**config.mk**
```make
export PLATFORM = sky130hd
export DESIGN_NAME = fuzzy_risk_seq
export DESIGN_NICKNAME = d
export VERILOG_FILES = /design/src/rtl/fuzzy_pkg.sv /design/src/rtl/seq_div.sv /design/src/rtl/fuzzy_risk_seq.sv
export SDC_FILE = /design/constraint.sdc
export NUM_CORES = 1
export LEC_CHECK = 0
export CORE_MARGIN = 3
export CORE_UTILIZATION = 55
export DETAILED_ROUTE_END_ITERATION = 8
export GPL_TIMING_DRIVEN = 1
export PLACE_DENSITY_LB_ADDON = 0.25
export SKIP_LAST_GASP = 1
export SYNTH_ARGS = -nofsm -noshare
export SYNTH_HDL_FRONTEND = slang
export SYNTH_SLANG_ARGS = --single-unit
```
**constraint.sdc**
```tcl
create_clock -name clk -period 9.9 [get_ports clk]
set_clock_uncertainty 0.2 [all_clocks]
set_input_delay 1.485 -clock clk [delete_from_list [all_inputs] [get_ports clk]]
set_output_delay 1.485 -clock clk [all_outputs]
set_load 0.01 [all_outputs]
```
**src/rtl/fuzzy_pkg.sv**
```systemverilog
// rtl/fuzzy_pkg.sv - shared set indices, default breakpoints, weights and FSM states
package fuzzy_pkg;

    localparam logic [2:0] RAW_L = 3'd0;
    localparam logic [2:0] RAW_M = 3'd1;
    localparam logic [2:0] RAW_H = 3'd2;
    localparam logic [2:0] SOW_L = 3'd3;
    localparam logic [2:0] SOW_M = 3'd4;
    localparam logic [2:0] SOW_H = 3'd5;

    typedef enum logic [2:0] {
        ST_IDLE,
        ST_MEMB,
        ST_RULE,
        ST_DEFUZ,
        ST_DONE
    } state_e;

    // 8-bit {a,b,c}; wider instances shift each value left by W-8
    function automatic logic [23:0] def_bp8(input logic [2:0] idx);
        case (idx)
            RAW_L, SOW_L: return {8'd0, 8'd20, 8'd40};
            RAW_M, SOW_M: return {8'd30, 8'd50, 8'd70};
            default:      return {8'd60, 8'd80, 8'd100};
        endcase
    endfunction

    function automatic logic [63:0] weight_h(input int w);
        return (64'd1 << w) - 64'd1;
    endfunction

    function automatic logic [63:0] weight_m(input int w);
        return (64'd2 * weight_h(w)) / 64'd3;
    endfunction

    function automatic logic [63:0] weight_l(input int w);
        return weight_h(w) / 64'd3;
    endfunction

endpackage

```
**src/rtl/seq_div.sv**
```systemverilog
// rtl/seq_div.sv - fixed-latency restoring divider: load, QW iterations, writeback
module seq_div #(
    parameter int NW = 18,
    parameter int DW = 10,
    parameter int QW = 8
) (
    input  logic          clk,
    input  logic          rst_n,
    input  logic          start_i,
    input  logic [NW-1:0] dividend_i,
    input  logic [DW-1:0] divisor_i,
    output logic          busy_o,
    output logic          done_o,
    output logic [QW-1:0] quotient_o
);
    localparam int CW = $clog2(QW + 1);

    logic [DW-1:0] rem_q, dvs_q;
    logic [QW-1:0] lo_q, quo_q;
    logic [CW-1:0] cnt_q;
    logic          busy_q, done_q;
    logic [DW:0]   trial;
    logic          fits;

    // Caller guarantees dividend < divisor * 2^QW, so the upper part starts below the divisor
    always_comb begin
        trial = {rem_q, lo_q[QW-1]};
        fits  = trial >= {1'b0, dvs_q};
    end

    always_ff @(posedge clk or negedge rst_n) begin
        if (!rst_n) begin
            rem_q  <= '0;
            dvs_q  <= '0;
            lo_q   <= '0;
            quo_q  <= '0;
            cnt_q  <= '0;
            busy_q <= 1'b0;
            done_q <= 1'b0;
        end else begin
            done_q <= 1'b0;
            if (!busy_q) begin
                if (start_i) begin
                    rem_q  <= dividend_i[QW+DW-1:QW];
                    lo_q   <= dividend_i[QW-1:0];
                    dvs_q  <= divisor_i;
                    cnt_q  <= '0;
                    busy_q <= 1'b1;
                end
            end else if (cnt_q != CW'(QW)) begin
                rem_q <= fits ? DW'(trial - {1'b0, dvs_q}) : trial[DW-1:0];
                lo_q  <= {lo_q[QW-2:0], fits};
                cnt_q <= cnt_q + 1'b1;
            end else begin
                quo_q  <= lo_q;
                busy_q <= 1'b0;
                done_q <= 1'b1;
            end
        end
    end

    assign busy_o     = busy_q;
    assign done_o     = done_q;
    assign quotient_o = quo_q;

endmodule

```
**src/rtl/fuzzy_risk_seq.sv**
```systemverilog
// rtl/fuzzy_risk_seq.sv - sequential fuzzy flood-risk estimator with shared divider
module fuzzy_risk_seq
    import fuzzy_pkg::*;
#(
    parameter int W = 8
) (
    input  logic           clk,
    input  logic           rst_n,
    input  logic           in_valid,
    output logic           in_ready,
    input  logic [W-1:0]   raw,
    input  logic [W-1:0]   sow,
    output logic           out_valid,
    input  logic           out_ready,
    output logic [W-1:0]   risk,
    input  logic           cfg_we,
    input  logic [2:0]     cfg_addr,
    input  logic [3*W-1:0] cfg_data,
    output logic           cfg_err,
    input  logic           cfg_clr
);
    localparam int NW = 2 * W + 2;
    localparam int DW = W + 2;
    localparam logic [W-1:0] WH = W'(weight_h(W));
    localparam logic [W-1:0] WM = W'(weight_m(W));
    localparam logic [W-1:0] WL = W'(weight_l(W));

    typedef struct packed {
        logic [W-1:0] a;
        logic [W-1:0] b;
        logic [W-1:0] c;
    } bp_t;

    function automatic bp_t bp_default(input logic [2:0] idx);
        logic [23:0] d8;
        bp_t         bp;
        d8   = def_bp8(idx);
        bp.a = W'(d8[23:16]) << (W - 8);
        bp.b = W'(d8[15:8]) << (W - 8);
        bp.c = W'(d8[7:0]) << (W - 8);
        return bp;
    endfunction

    state_e        state_q;
    bp_t           bp_q [6];
    logic [W-1:0]  mem_q [6];
    logic [W-1:0]  raw_q, sow_q, risk_q;
    logic [2:0]    idx_q, pend_addr_q;
    bp_t           pend_data_q;
    logic          zero_q, cfg_err_q, pend_q;

    bp_t           cfg_bp, op_bp;
    logic          accept, cfg_ok, cfg_bad;
    logic [2:0]    op_idx;
    logic [W-1:0]  op_v, r_h, r_m, r_l;
    logic          m_zero, div_start, div_zero, div_busy, div_done;
    logic [NW-1:0] m_dvd, num, div_dvd;
    logic [DW-1:0] m_dvs, den, div_dvs;
    logic [W-1:0]  div_q;

    assign cfg_bp  = cfg_data;
    assign accept  = in_valid && (state_q == ST_IDLE);
    assign cfg_ok  = cfg_we && (state_q == ST_IDLE) && (cfg_addr <= SOW_H)
                     && (cfg_bp.a <= cfg_bp.b) && (cfg_bp.b <= cfg_bp.c);
    assign cfg_bad = cfg_we && !cfg_ok;

    // While a quotient is being written back, the next division's operands are already needed
    always_comb begin
        op_idx = (div_done && idx_q != SOW_H) ? idx_q + 3'd1 : idx_q;
        op_bp  = bp_q[op_idx];
        op_v   = (op_idx < SOW_L) ? raw_q : sow_q;
        m_zero = (op_v <= op_bp.a) || (op_v > op_bp.c);
        if (op_v <= op_bp.b) begin
            m_dvd = {2'b00, op_v - op_bp.a, {W{1'b0}}} - NW'(1);
            m_dvs = {2'b00, op_bp.b - op_bp.a};
        end else begin
            m_dvd = {2'b00, op_bp.c - op_v, {W{1'b0}}} - NW'(1);
            m_dvs = {2'b00, op_bp.c - op_bp.b};
        end
        if (m_zero) begin
            m_dvd = '0;
            m_dvs = DW'(1);
        end
    end

    always_comb begin
        r_h = (mem_q[RAW_H] < mem_q[SOW_H]) ? mem_q[RAW_H] : mem_q[SOW_H];
        r_m = (mem_q[RAW_M] < mem_q[SOW_M]) ? mem_q[RAW_M] : mem_q[SOW_M];
        r_l = (mem_q[RAW_L] < mem_q[SOW_L]) ? mem_q[RAW_L] : mem_q[SOW_L];
        num = NW'(r_h) * NW'(WH) + NW'(r_m) * NW'(WM) + NW'(r_l) * NW'(WL);
        den = DW'(r_h) + DW'(r_m) + DW'(r_l);
    end

    // The defuzzification divide is launched from RULE so it lines up with the membership slots
    always_comb begin
        div_start = 1'b0;
        div_dvd   = m_dvd;
        div_dvs   = m_dvs;
        div_zero  = m_zero;
        case (state_q)
            ST_MEMB: div_start = !div_busy && !(div_done && idx_q == SOW_H);
            ST_RULE: begin
                div_start = 1'b1;
                div_dvd   = num;
                div_zero  = (den == '0);
                div_dvs   = (den == '0) ? DW'(1) : den;
            end
            default: ;
        endcase
    end

    seq_div #(.NW(NW), .DW(DW), .QW(W)) u_div (
        .clk        (clk),
        .rst_n      (rst_n),
        .start_i    (div_start),
        .dividend_i (div_dvd),
        .divisor_i  (div_dvs),
        .busy_o     (div_busy),
        .done_o     (div_done),
        .quotient_o (div_q)
    );

    always_ff @(posedge clk or negedge rst_n) begin
        if (!rst_n) begin
            state_q     <= ST_IDLE;
            raw_q       <= '0;
            sow_q       <= '0;
            risk_q      <= '0;
            idx_q       <= '0;
            zero_q      <= 1'b0;
            cfg_err_q   <= 1'b0;
            pend_q      <= 1'b0;
            pend_addr_q <= '0;
            pend_data_q <= '0;
            for (int i = 0; i < 6; i++) begin
                bp_q[i]  <= bp_default(3'(i));
                mem_q[i] <= '0;
            end
        end else begin
            if (cfg_bad)
                cfg_err_q <= 1'b1;
            else if (cfg_clr)
                cfg_err_q <= 1'b0;

            // A write that lands with a sample acceptance is parked until that sample completes
            if (cfg_ok && !accept)
                bp_q[cfg_addr] <= cfg_bp;
            if (cfg_ok && accept) begin
                pend_q      <= 1'b1;
                pend_addr_q <= cfg_addr;
                pend_data_q <= cfg_bp;
            end

            if (div_start)
                zero_q <= div_zero;

            case (state_q)
                ST_IDLE: if (in_valid) begin
                    raw_q   <= raw;
                    sow_q   <= sow;
                    idx_q   <= '0;
                    state_q <= ST_MEMB;
                end
                ST_MEMB: if (div_done) begin
                    mem_q[idx_q] <= zero_q ? '0 : div_q;
                    if (idx_q == SOW_H)
                        state_q <= ST_RULE;
                    else
                        idx_q <= idx_q + 3'd1;
                end
                ST_RULE: state_q <= ST_DEFUZ;
                ST_DEFUZ: if (div_done) begin
                    risk_q  <= zero_q ? '0 : div_q;
                    state_q <= ST_DONE;
                end
                ST_DONE: if (out_ready) begin
                    state_q <= ST_IDLE;
                    if (pend_q) begin
                        bp_q[pend_addr_q] <= pend_data_q;
                        pend_q            <= 1'b0;
                    end
                end
                default: state_q <= ST_IDLE;
            endcase
        end
    end

    assign in_ready  = (state_q == ST_IDLE);
    assign out_valid = (state_q == ST_DONE);
    assign risk      = risk_q;
    assign cfg_err   = cfg_err_q;

endmodule

```
# Yosys cells after proc, flatten, opt, wreduce, memory -nomap -nowiden
# Cells that the tools add are included.
# W data, S select, Z words.
# totals
register_bits,294
in_bits,49
word_cells,191
output_inout_bits,11
# op_classes
n_reduce_logical,32
n_mul,3
mux,62
bitwise_logic,6
n_eq_ne,14
add_sub_neg,13
magnitude_cmp,18
# ops
cell,n
$mux W144,4
$bwmux W144,2
$demux W24 S3,2
$mux W24,4
$mux W8,11
$bmux W24 S3,1
$mux W10,6
$mux W18,3
$bwmux W48,1
$sub A16 B1 Y17 const B,2
$le A8 B8 Y1,4
$sub A8 B8 Y8,4
$mul A8 B7 Y15 const B,2
$mux W3,9
$demux W8 S3,1
$lt A8 B8 Y1,3
$add A17 B15 Y18,1
$add A16 B16 Y17,1
$ge A4 B4 Y1 const B,4
$mul A8 B8 Y16 const B,1
$not A3 Y4,4
$pmux W3 S5,1
$logic_and A1 B1 Y1,14
$lt A4 B1 Y1 const B,3
29 further kinds,60

# Longest topological paths before layout
# logic_depth
depth_word,14
mapped_depth,35
depth_no_buf,34

# Hierarchy
# A second synthesis with hierarchy kept.
# unflattened
cells_unflattened,2578
area_unflattened_um2,23188.5
# by_module_without_submodules
module,instances,area_per_inst_um2,seq_area_each_um2,cells_per_inst
fuzzy_risk_seq,1,20841.2,6363.6,2311
seq_div,1,2347.3,1051.0,267

# Least setup slack after synthesis
# No wires, ideal clock.
# synth_path
kind,reg2reg
startpoint,reg mem_q[9] (netlist name)
endpoint,reg u_div.rem_q[8]
synth_period_minus_slack_ps,8142
required_time_ps,9577
setup_ps,123
arrival_time_ps,7819
path_slack_ps,1758
path_stages_with_launch,36
path_buffers,1
path_cell_list,dfrtp_1 > inv_1 > ha_1 > a21o_1 > a21o_1 > a21oi_1 > nor2b_1 > o21ai_1 > a211o_1 > clkbuf_1 > mux2_1 > ha_1 > xor2_1 > ha_1 > ha_1 > fa_1 > ha_1 > a21boi_1 > o21ai_1 > nand2b_1 > a311oi_1 > xnor2_1 > ha_1 > inv_1 > fa_1 > fa_1 > inv_1 > ha_1 > and3_1 > and3_1 > a21oi_1 > o21ai_1 > o41ai_1 > xor2_1 > o221ai_1 > o221a_2
# synth_via
elab_chain_len,8
# synth_rtl
element,line_no,rtl
start: declaration,fuzzy_risk_seq.sv:46,logic [W-1:0] mem_q [6];
start signal: indexed assignment,fuzzy_risk_seq.sv:165,mem_q[idx_q] <= zero_q ? '0 : div_q;
$lt A8 B8 Y1,fuzzy_risk_seq.sv:88,r_m = (mem_q[RAW_M] < mem_q[SOW_M]) ? mem_q[RAW_M] : mem_q[SOW_M];
$mux W8 *,fuzzy_risk_seq.sv:88,
$mul A8 B7 Y15 *,fuzzy_risk_seq.sv:90,num = NW'(r_h) * NW'(WH) + NW'(r_m) * NW'(WM) + NW'(r_l) * NW'(WL);
$add A16 B16 Y17 *,fuzzy_risk_seq.sv:90,
$add A17 B15 Y18 *,fuzzy_risk_seq.sv:90,
$mux W18 *,fuzzy_risk_seq.sv:100,case (state_q)
$mux W10 *,seq_div.sv:43,if (start_i) begin
$mux W10 *,seq_div.sv:42,if (!busy_q) begin
end signal: assignment,seq_div.sv:44,rem_q <= dividend_i[QW+DW-1:QW];
end signal: assignment,seq_div.sv:51,"rem_q <= fits ? DW'(trial - {1'b0, dvs_q}) : trial[DW-1:0];"
end: declaration,seq_div.sv:18,"logic [DW-1:0] rem_q, dvs_q;"
# Every way passes the cells marked *; elsewhere a longest branch is shown, timed or not. The select of a mux whose other input is x is not followed.
# A chain may end at the register's enable or synchronous reset.

# Final worst setup path
# Ends and elaborated chain as after synthesis.

==> impl_table.tex <==
\begin{tabular}{lr}
\hline
Metric & Value \\
\hline
\multicolumn{2}{l}{\textbf{Finish}} \\
Post-synthesis to final-layout area growth & 9.35\% \\
Number of non-filler instances in the completed layout & about 3,000 \\
Most used cells in the layout excluding fill and tap cells & sky130\_fd\_sc\_hd\_\_nand2\_1 (298), sky130\_fd\_sc\_hd\_\_nand3\_1 (261), sky130\_fd\_sc\_hd\_\_dfrtp\_1 (248) \\
Number of nets in the finished design & 2,799 \\
Most common cell after layout, fill and taps aside & sky130\_fd\_sc\_hd\_\_nand2\_1 \\
Share of final-layout standard cells stronger than drive strength 1 & 0.0856 \\
\multicolumn{2}{l}{\textbf{GRT}} \\
Total routing usage reported by global routing & 0.287 \\
Largest net degree at the start of global routing & about 170 \\
Wire length of the first global-routing pass & 101,000 um \\
Total gr overflow & 0 \\
Number of global-route vias before repair & 18,600 \\
Antenna violations before repair & 1 \\
\multicolumn{2}{l}{\textbf{Logic synthesis}} \\
Number of standard cells after synthesis & 2,475 \\
Average footprint of a synthesized cell & 9.21 um\^{}2 \\
Synthesis-stage register bit count & 294 \\
Number of enable-type register cells in the synthesized netlist & 0 \\
Unique cell type count in the Yosys netlist & 79 \\
Top\_reg\_cell synth & sky130\_fd\_sc\_hd\_\_dfrtp\_1 \\
Post-synthesis sequential area ratio & 0.325 \\
Warning count from the yosys run & 0 \\
Asr flop ratio synth & 1.00 \\
Post-synthesis instance area & 0.0228 mm\^{}2 \\
Number of nets in the synthesized netlist & 2,811 \\
\multicolumn{2}{l}{\textbf{Drt}} \\
First-pass DRT Iterations & 6 \\
DRC violations left & 0 \\
Drt initial violations & approximately 1,500 \\
Final Routed Wirelength & 62,200 um \\
Residual antenna-violating net count after detailed routing & 0 \\
Overall via count from detail\_route & 18,400 \\
Average via count per standard cell & 6.10 \\
Average wire length per cell after detail routing & 20.6 um \\
\multicolumn{2}{l}{\textbf{Timing}} \\
Setup repair after global routing missed its margin & no \\
Period utilisation layout & 0.886 \\
Max-slew headroom & 0.110 \\
Final worst setup slack & 1.13 ns \\
Shortest period the worst path allows & 8.77 ns \\
Transition time at the pin with the least slew margin & 1.32 ns \\
Final-report hold violation count & 0 \\
Fin. max-slew vios & 0 \\
Total negative slack & 0 ns \\
Fmax & 0.114 GHz \\
Number of failing setup endpoints in the final timing report & 0 \\
\multicolumn{2}{l}{\textbf{Placement}} \\
Gpl congestion & 0.898 \\
Dpl hpwl & 43,400 um \\
Placed cell count & a little under 3,000 \\
Pre-CTS WS & 1.15 ns \\
Number of I/O port buffers & 59 \\
\multicolumn{2}{l}{\textbf{Power and ir drop}} \\
Internal power consumption & 3.21 mW \\
Maximum vdd drop & 0.124 mV \\
Switching power as a share of total power & 0.411 \\
Overall Power & 5.44 mW \\
Clock share of power & 0.232 \\
Sequential share of power & 0.274 \\
Power per Cell Area & 218 mW/mm\^{}2 \\
Pleak & 11.7 nW \\
Power spent charging and discharging nets & 2.23 mW \\
Proportion of power drawn by combinational gates & 0.493 \\
\multicolumn{2}{l}{\textbf{Floorplanning}} \\
Core Footprint & 0.0404 mm\^{}2 \\
Std cell rows & between 70 and 80 \\
DIE AREA & 0.0439 mm\^{}2 \\
Horizontal extent of the die & roughly 210 um \\
Die Y & 210 um \\
Initial core utilization & 0.565 \\
Count of pins on the block boundary & 60 \\
\multicolumn{2}{l}{\textbf{Clocking}} \\
Clock transition at path regs & 0.06 ns \\
Skew-Pair Late Insertion Delay & 0.55 ns \\
CTS H-tree lvls & 2 \\
Clock Sinks & 294 \\
Hold bufs inserted after CTS & 0 \\
Clock tree from TritonCTS & done \\
Post-CTS Setup Bufs & 0 \\
Resized cells post-CTS & 0 \\
Number of buffers added by the clock tree synthesis step & 35 \\
Clock tree root driver cell & sky130\_fd\_sc\_hd\_\_clkbuf\_16 \\
Largest buffer count on any clock path & 3 \\
\multicolumn{2}{l}{\textbf{Critical path}} \\
Arrival time worst endpoint & 9.04 ns \\
Kind of start point of the critical path & register \\
Required time at the endpoint of the critical path & a little over 10 ns \\
Cell with the biggest individual delay on the critical path & sky130\_fd\_sc\_hd\_\_fa\_1 \\
Most common cell type on the critical path & sky130\_fd\_sc\_hd\_\_ha\_1 \\
Delay contributed by the slowest stage of the critical path & 0.55 ns \\
Element type at the critical path end & register \\
Crit path kind & reg2reg \\
Largest fanout on the critical path & 12 \\
\multicolumn{2}{l}{\textbf{Worst hold path}} \\
Worst min path class & reg2reg \\
\multicolumn{2}{l}{\textbf{Run}} \\
Number of maximum-capacitance constraint violations & 0 \\
\multicolumn{2}{l}{\textbf{Run status}} \\
Result of the run & complete, no violations \\
\hline
\end{tabular}
## layer usage
metal / global-route usage / share of wire / vias to the layer above
li1: - / - / 8522
met1: 0.382 / 0.42 / 9026
met2: 0.476 / 0.48 / 679
met3: 0.0423 / 0.065 / 155
met4: 0.109 / 0.039 / 0
met5: 0 / 0 / -
## path summary, 6_finish.rpt
check	from	end	slack, ns	depth (start not counted)
max	mem_q[9]	u_div.rem_q[8]	1.13	34
min	sow_q[7]	sow_q[7]	0.27	2
max reg2reg	mem_q[9]	u_div.rem_q[8]	1.13	34
min reg2reg	sow_q[7]	sow_q[7]	0.27	2
max in group asynchronous	rst_n	u_div.rem_q[4]	7.20	2
min in group asynchronous	rst_n	pend_data_q[7]	0.81	1
## Yosys cell counts (all sizes together) (5+ instances only)
library cell    n  area [um^2]
nand2         298         1120
nand3         261         1310
dfrtp         248         6210
inv           218          818
ha            191         2390
nand3b        125          938
o21ai         120          608
nor2          114          428
clkbuf        108          405
a21oi         104          521
fa             96         1920
mux2i          81          815
mux2           73          826
dfstp          46         1210
xnor2          35          314
buf            30          159
nor2b          29          181
nor3           28          145
xor2           28          245
a21o           24          180
mux4           24          541
nand2b         24          150
o21a           17          128
nand4          13         81.3
nor4            9         98.8
or2             9         56.3
a31oi           8         50.1
nand4b          7         61.3
o211ai          7         52.6
or3             7         43.8
a211oi          6         45.0
and2            6         37.5
o21bai          6         45.0
a211o           5         43.8
a221oi          5         43.8
and3            5         31.3
o221ai          5         43.8
o22ai           5         31.3
## sequential cells by signal, summed over array words and instances (netlist names), 4 cells and up
| name | flops |
|---|---|
| raw_q | 8 |
| u_div.rem_q | 10 |
| pend_data_q | 24 |
| u_div.cnt_q | 4 |
| u_div.lo_q | 8 |
| mem_q | 48 |
| u_div.quotient_o | 8 |
| risk | 8 |
| bp_q | 144 |
| u_div.dvs_q | 10 |
| sow_q | 8 |
## worst max-delay path, delay by kind of cell, from the launching register on
family / cells / cell delay, ns
adders and majority gates: 10 / 3.64
AOI/OAI and AO/OA: 13 / 2.77
and+or+nand+nor: 4 / 0.53
xor gates and xnor gates: 3 / 0.52
muxes: 1 / 0.45
DFF: 1 / 0.37
buffers and inverters: 3 / 0.20
## metrics by stage
step	hold slack, ns	cell area (um^2)	utilization
after floorplan	0.245	22800	-
after global placement	0.260	23800	0.590
after detailed placement	0.262	23800	0.590
after CTS	0.275	24900	0.617
after global routing	0.293	24900	0.617
final	0.270	24900	0.617
## layout make-up
class                   instances  area (um^2)
flip-flops and latches        294         7410
repair buffers                 89          833
inverters                     220          826
diodes                          1         2.50
fillers                      3373        15400
well taps                     525          657
clock inverters                 7         75.1
multi-input cells            1823        14100
clock buffers                  55         1040
## power by group through the flow
stage | Sequential (mW) | Combinational (mW) | Clock, mW
after global routing | 1.51 | 2.96 | 1.33
after CTS | 1.49 | 2.67 | 1.28
after global placement | 1.50 | 2.59 | 0
final | 1.49 | 2.68 | 1.26
after detailed placement | 1.51 | 2.64 | 0
after floorplan | 1.44 | 2.05 | 0
## cells by family after synthesis
family,share of synthesized area
simple gates,0.210
fa+ha+maj,0.189
mux,0.0957
flops,0.325
xor+xnor,0.0245
buf+inv,0.0610
compound gates,0.0946
No activity file was read; power rests on OpenSTA's default activity.
